<file path="src/rtl/bf_addsub_0_pkg.sv">
// Shared constants and types for the butterfly add/sub back-end.
// Moduli, mode encodings and the tag carried alongside each multiplier issue.
package bf_addsub_0_pkg;

  localparam int Q_K    = 3329;
  localparam int Q_D    = 8380417;
  localparam int K_W    = 12;
  localparam int D_W    = 23;
  localparam int DATA_W = 24;

  localparam logic MODE_K = 1'b0;
  localparam logic MODE_D = 1'b1;

  typedef struct packed {
    logic              valid;
    logic              mode;
    logic              half_en;
    logic [DATA_W-1:0] u;
  } tag_t;

  function automatic logic [DATA_W-1:0] pack_k(logic [K_W-1:0] hi, logic [K_W-1:0] lo);
    return {hi, lo};
  endfunction

  function automatic logic [DATA_W-1:0] pack_d(logic [D_W-1:0] v);
    return {1'b0, v};
  endfunction

endpackage

</file>
<file path="src/rtl/bf_addsub_0_lane.sv">
// One modular add/sub lane: registered (u+t) mod Q and (u-t) mod Q,
// followed by an optional combinational halving (x * 2^-1 mod Q) on the registered values.
module mod_addsub_lane
  import bf_addsub_0_pkg::*;
#(
  parameter int WIDTH = K_W,
  parameter int Q     = Q_K
) (
  input  logic             clk,
  input  logic             rst,
  input  logic             load,
  input  logic             half_en,
  input  logic [WIDTH-1:0] u,
  input  logic [WIDTH-1:0] t,
  output logic [WIDTH-1:0] x,
  output logic [WIDTH-1:0] y
);

  localparam logic [WIDTH:0] QE = (WIDTH+1)'(Q);

  logic [WIDTH:0]   sum;
  logic [WIDTH-1:0] sum_r;
  logic [WIDTH-1:0] dif_r;
  logic             half_r;

  always_comb begin
    sum = {1'b0, u} + {1'b0, t};
  end

  always_ff @(posedge clk or negedge rst) begin
    if (!rst) begin
      sum_r  <= '0;
      dif_r  <= '0;
      half_r <= 1'b0;
    end else if (load) begin
      sum_r  <= WIDTH'((sum >= QE) ? (sum - QE) : sum);
      dif_r  <= (u >= t) ? (u - t) : WIDTH'({1'b0, u} + QE - {1'b0, t});
      half_r <= half_en;
    end
  end

  // Odd values get +Q first so the shift stays exact; the sum needs one extra bit.
  function automatic logic [WIDTH-1:0] halve(logic [WIDTH-1:0] v);
    logic [WIDTH:0] w;
    w = v[0] ? ({1'b0, v} + QE) : {1'b0, v};
    return WIDTH'(w >> 1);
  endfunction

  always_comb begin
    x = half_r ? halve(sum_r) : sum_r;
    y = half_r ? halve(dif_r) : dif_r;
  end

endmodule

</file>
<file path="src/rtl/bf_addsub_0.sv">
// Butterfly back-end: delays u to meet the multiplier result t, computes
// (u+t) mod q and (u-t) mod q with optional halving, and indexes outputs per stage.
module bf_addsub_0
  import bf_addsub_0_pkg::*;
#(
  parameter int MUL_LAT      = 4,
  parameter int BF_PER_STAGE = 128,
  parameter int CNT_W        = $clog2(BF_PER_STAGE)
) (
  input  logic              clk,
  input  logic              rst,
  input  logic              in_valid,
  input  logic [DATA_W-1:0] u,
  input  logic              mode,
  input  logic              half_en,
  input  logic [DATA_W-1:0] t,
  output logic              out_valid,
  output logic [DATA_W-1:0] x,
  output logic [DATA_W-1:0] y,
  output logic [CNT_W-1:0]  out_idx,
  output logic              stage_done
);

  localparam logic [CNT_W-1:0] LAST = CNT_W'(BF_PER_STAGE - 1);

  tag_t dly [MUL_LAT];
  tag_t tag_in;
  tag_t tag_out;

  logic s1_valid;
  logic s1_mode;

  logic [K_W-1:0] k_lo_x, k_lo_y, k_hi_x, k_hi_y;
  logic [D_W-1:0] d_x, d_y;

  logic [DATA_W-1:0] x_nxt, y_nxt;
  logic [CNT_W-1:0]  idx_inc, idx_nxt;

  always_comb begin
    tag_in         = '0;
    tag_in.valid   = in_valid;
    tag_in.mode    = mode;
    tag_in.half_en = half_en;
    tag_in.u       = u;
  end

  always_ff @(posedge clk or negedge rst) begin
    if (!rst) begin
      for (int i = 0; i < MUL_LAT; i++) dly[i] <= '0;
    end else begin
      dly[0] <= tag_in;
      for (int i = 1; i < MUL_LAT; i++) dly[i] <= dly[i-1];
    end
  end

  assign tag_out = dly[MUL_LAT-1];

  // All three lanes load every butterfly; the registered mode picks the result.
  mod_addsub_lane #(.WIDTH(K_W), .Q(Q_K)) u_lane_k_lo (
    .clk     (clk),
    .rst     (rst),
    .load    (tag_out.valid),
    .half_en (tag_out.half_en),
    .u       (tag_out.u[K_W-1:0]),
    .t       (t[K_W-1:0]),
    .x       (k_lo_x),
    .y       (k_lo_y)
  );

  mod_addsub_lane #(.WIDTH(K_W), .Q(Q_K)) u_lane_k_hi (
    .clk     (clk),
    .rst     (rst),
    .load    (tag_out.valid),
    .half_en (tag_out.half_en),
    .u       (tag_out.u[DATA_W-1:K_W]),
    .t       (t[DATA_W-1:K_W]),
    .x       (k_hi_x),
    .y       (k_hi_y)
  );

  mod_addsub_lane #(.WIDTH(D_W), .Q(Q_D)) u_lane_d (
    .clk     (clk),
    .rst     (rst),
    .load    (tag_out.valid),
    .half_en (tag_out.half_en),
    .u       (tag_out.u[D_W-1:0]),
    .t       (t[D_W-1:0]),
    .x       (d_x),
    .y       (d_y)
  );

  always_ff @(posedge clk or negedge rst) begin
    if (!rst) begin
      s1_valid <= 1'b0;
      s1_mode  <= MODE_K;
    end else begin
      s1_valid <= tag_out.valid;
      if (tag_out.valid) s1_mode <= tag_out.mode;
    end
  end

  always_comb begin
    x_nxt = pack_k(k_hi_x, k_lo_x);
    y_nxt = pack_k(k_hi_y, k_lo_y);
    if (s1_mode == MODE_D) begin
      x_nxt = pack_d(d_x);
      y_nxt = pack_d(d_y);
    end
  end

  // stage_done is registered, so it looks ahead at the index the output will carry.
  always_comb begin
    idx_inc = (out_idx == LAST) ? '0 : (out_idx + CNT_W'(1));
    idx_nxt = out_valid ? idx_inc : out_idx;
  end

  always_ff @(posedge clk or negedge rst) begin
    if (!rst) begin
      out_valid  <= 1'b0;
      x          <= '0;
      y          <= '0;
      out_idx    <= '0;
      stage_done <= 1'b0;
    end else begin
      out_valid  <= s1_valid;
      stage_done <= s1_valid && (idx_nxt == LAST);
      out_idx    <= idx_nxt;
      if (s1_valid) begin
        x <= x_nxt;
        y <= y_nxt;
      end
    end
  end

endmodule

</file>
<file path="config.mk">
export PLATFORM = sky130hd
export DESIGN_NAME = bf_addsub_0
export DESIGN_NICKNAME = d
export VERILOG_FILES = /design/src/rtl/bf_addsub_0_pkg.sv /design/src/rtl/bf_addsub_0_lane.sv /design/src/rtl/bf_addsub_0.sv
export SDC_FILE = /design/constraint.sdc
export NUM_CORES = 1
export LEC_CHECK = 0
export CORE_MARGIN = 4
export CORE_UTILIZATION = 55
export CTS_BUF_LIST = sky130_fd_sc_hd__clkbuf_2 sky130_fd_sc_hd__clkbuf_4 sky130_fd_sc_hd__clkbuf_8
export CTS_CLUSTER_SIZE = 14
export DETAILED_ROUTE_END_ITERATION = 6
export DONT_BUFFER_PORTS = 1
export PLACE_DENSITY = 0.76
export SYNTH_ARGS = -nofsm -noshare
export SYNTH_HDL_FRONTEND = slang
export SYNTH_SLANG_ARGS = --single-unit
</file>
<file path="constraint.sdc">
create_clock -name clk -period 3.9 [get_ports clk]
set_input_delay 0.78 -clock clk [delete_from_list [all_inputs] [get_ports clk]]
set_output_delay 0.78 -clock clk [all_outputs]
set_load 0.1 [all_outputs]
</file>
==> out/results.txt <==
status: complete, but fails checks
violated checks: hold timing
ANT cells: 0
Clock Latency Late Sink: 630 ps
top achievable clock speed: 270 MHz
CP Cell Sequence: buf_4 > ha_4 > nand2b_4 > a2111oi_4 > o41ai_2 > buf_4 > a21o_1 > xnor2_1 > or3b_1 > and4bb_4 > buf_4 > o211a_1 > xnor2_1 > mux2_2
Reg2Reg Setup Slack: 200 ps
ys async rst share: 100%
synthesized area: 18200 um^2
Final min period: 3700 ps
dpl hpwl: 39900 um
Setup Viol. Count Final: 0
CP delay by family, top: compound AO/OA/AOI/OAI gates
final hold violations: 262
die area: 36100 um^2
Post-DP Area: 20200 um^2
WP buf/inv: 3
CP Capture Type: register
DRT antenna net count: 0
fin worst setup slack: 196 ps
FF-to-FF End: u_lane_d.sum_r[18]
Setup Skew: 32.3 ps
routability cong.: 0.982
first drt pass iteration count: 5
Pins Over Slew Limit: 0
FP Rows: 66
maximum clock path buffer count: 3
NumNets Final: 2436
Design Area, Final: 21300 um^2
most common cell after layout, fill and taps aside: dfrtp_1
WP data required: 4420 ps
ys flop type: dfrtp_1
worst hold path type: in2async
via count: 16100
Reg clk slew, reported paths: 60 ps
most frequent cells in the layout: 258 x dfrtp_1, 243 x buf_4, 202 x nor2_1
clk sinks: 262
Worst Tran Pin Value: 1080 ps
Synth Register Bits: 262
port bufs: 0
CP max FO: 6
share of cells above drive strength 1: 18.4%
area grow syn2layout: 17.1%
standby leakage power: 9.37 nW
Synth Instances: 2068
WL/cell: 19.2 um
CP endpoint: u_lane_d.sum_r[18]
Seq/Total Area, Yosys: 36.0%
crit path DAT: 4220 ps
Peak VDD IR: 0.000391 V
boundary pin count: 110
cell depth of the worst setup path: 14
Hold Slack: -154 ps
H-tree levels: 2
CP max stage delay: 490 ps
Avg Inst Size Synth: 8.81 um^2
Crit-path slowest cell: a2111oi_4
initial DRC count: 1265
GRT Overall Usage: 28.7%
Slew HR: 27.8%
Post-synth EDFFs: 0
setup TNS: 0 ps
vias per cell: 5.90
antenna violations before repair: 0
Die Ht: 190 um
CP most frequent cell: buf_4
CTS Root Cell: clkbuf_8
initial core utilization: 55.8%
CTS Buf Count: 44
post-layout util: 65.4%
origin of the worst setup path: dly[1]
Pwr Density: 541 nW/um^2
first-pass GRT wire length: 83100 um
core region area: 32600 um^2
Routed WL: 52400 um
GRT overflow: 0
Distinct cells, synth: 84
Place WS: -643 ps
vias in the first global route: 15500
crit share post-route: 95.0%
max cap viols: 0
Critical Path Source Type: register
synth warn: 0
R2R depth: 14
pin count of the biggest net entering global routing: 263
Setup CP Type: reg2reg
DRC viols: 0
CTS tree: yes
Die W: 190 um
Syn Nets: 2252
Reg-to-Reg Start: dly[1]
worst min-delay path by stage:
stage | to | slack [ps] | cells after the start
3_3_place_gp | dly[79] | 330 | 0
6_report | s1_valid | -150 | 0
5_1_grt | u_lane_k_hi.dif_r[9] | -210 | 0
2_1_floorplan | dly[0] | 330 | 0
3_5_place_dp | dly[12] | 330 | 0
4_1_cts | s1_valid | -210 | 0
kinds of logic after synthesis:
| family | synth area share [%] |
|---|---|
| AO/OA/AOI/OAI | 19.5 |
| XOR/XNOR | 6.68 |
| adder cells (fa/ha/maj) | 10.0 |
| buffers and inverters | 5.24 |
| flip-flops | 36.0 |
| multiplexers | 5.36 |
| AND/OR/NAND/NOR | 17.1 |
where the power goes:
| part | internal (mW) | leakage (nW) | switching, mW | total, mW |
|---|---|---|---|---|
| Combinational | 1.67 | 5.82 | 1.99 | 3.66 |
| Sequential | 3.19 | 3.03 | 2.01 | 5.20 |
| Clock | 1.54 | 0.519 | 1.15 | 2.69 |
per-layer routing:
layer | wire [um] | global-route usage, % | share of wire (%) | up-vias
met5 | 0 | 0 | 0 | -
met4 | 1090 | 6.65 | 2.1 | 0
met3 | 3830 | 5.45 | 7.3 | 82
met2 | 23300 | 45.0 | 44 | 542
met1 | 24200 | 41.6 | 46 | 7795
li1 | - | - | - | 7669
final cells by class:
class / count / area, um^2
clock buffers: 67 / 853
clock inverters: 11 / 133
fillers: 2727 / 11300
inverters: 136 / 510
multi-input cells: 1564 / 10900
flip-flops and latches: 262 / 6570
well taps: 442 / 553
repair buffers: 244 / 1840
synth_stat cells (19+ instances only):
| cell | count | area, um^2 |
|---|---|---|
| nand3_1 | 67 | 335 |
| a21oi_1 | 200 | 1000 |
| a31oi_1 | 29 | 181 |
| nand2b_1 | 24 | 150 |
| inv_1 | 127 | 477 |
| o31ai_1 | 19 | 143 |
| clkbuf_1 | 81 | 304 |
| nor2b_1 | 25 | 156 |
| o21a_1 | 21 | 158 |
| nor2_1 | 203 | 762 |
| nand2_1 | 149 | 559 |
| a211oi_1 | 24 | 180 |
| o21ai_0 | 117 | 586 |
| nor3_1 | 54 | 270 |
| dfrtp_1 | 262 | 6560 |
| fa_1 | 25 | 500 |
| xnor2_1 | 96 | 841 |
| mux2i_1 | 38 | 380 |
| mux2_2 | 41 | 462 |
| xor2_1 | 43 | 377 |
| ha_1 | 106 | 1330 |
| o21bai_1 | 20 | 150 |
| nand4_1 | 25 | 156 |
flip-flops by register name, summed over array words and instances, names as in the netlist, 7 cells and up:
register / cells
dly: 108
x: 24
y: 24
u_lane_d.dif_r: 23
u_lane_d.sum_r: 23
u_lane_k_hi.dif_r: 12
u_lane_k_hi.sum_r: 12
u_lane_k_lo.dif_r: 12
u_lane_k_lo.sum_r: 12
out_idx: 7
repair_timing:
item                                    CTS  global route
cloned                                    0             1
endpoints found under the hold margin   262           262
resized for setup                         2            14
setup buffers                             0             3
pin swaps                                 0             4
endpoints found under the setup margin    1            12
through the flow:
stage,instances,total power [mW]
2_1_floorplan,2068,7.47
3_3_place_gp,2644,8.67
3_5_place_dp,2644,8.80
4_1_cts,2722,11.5
5_1_grt,2726,12.2
6_report,2726,11.6
(Power assumes the default switching activity.)
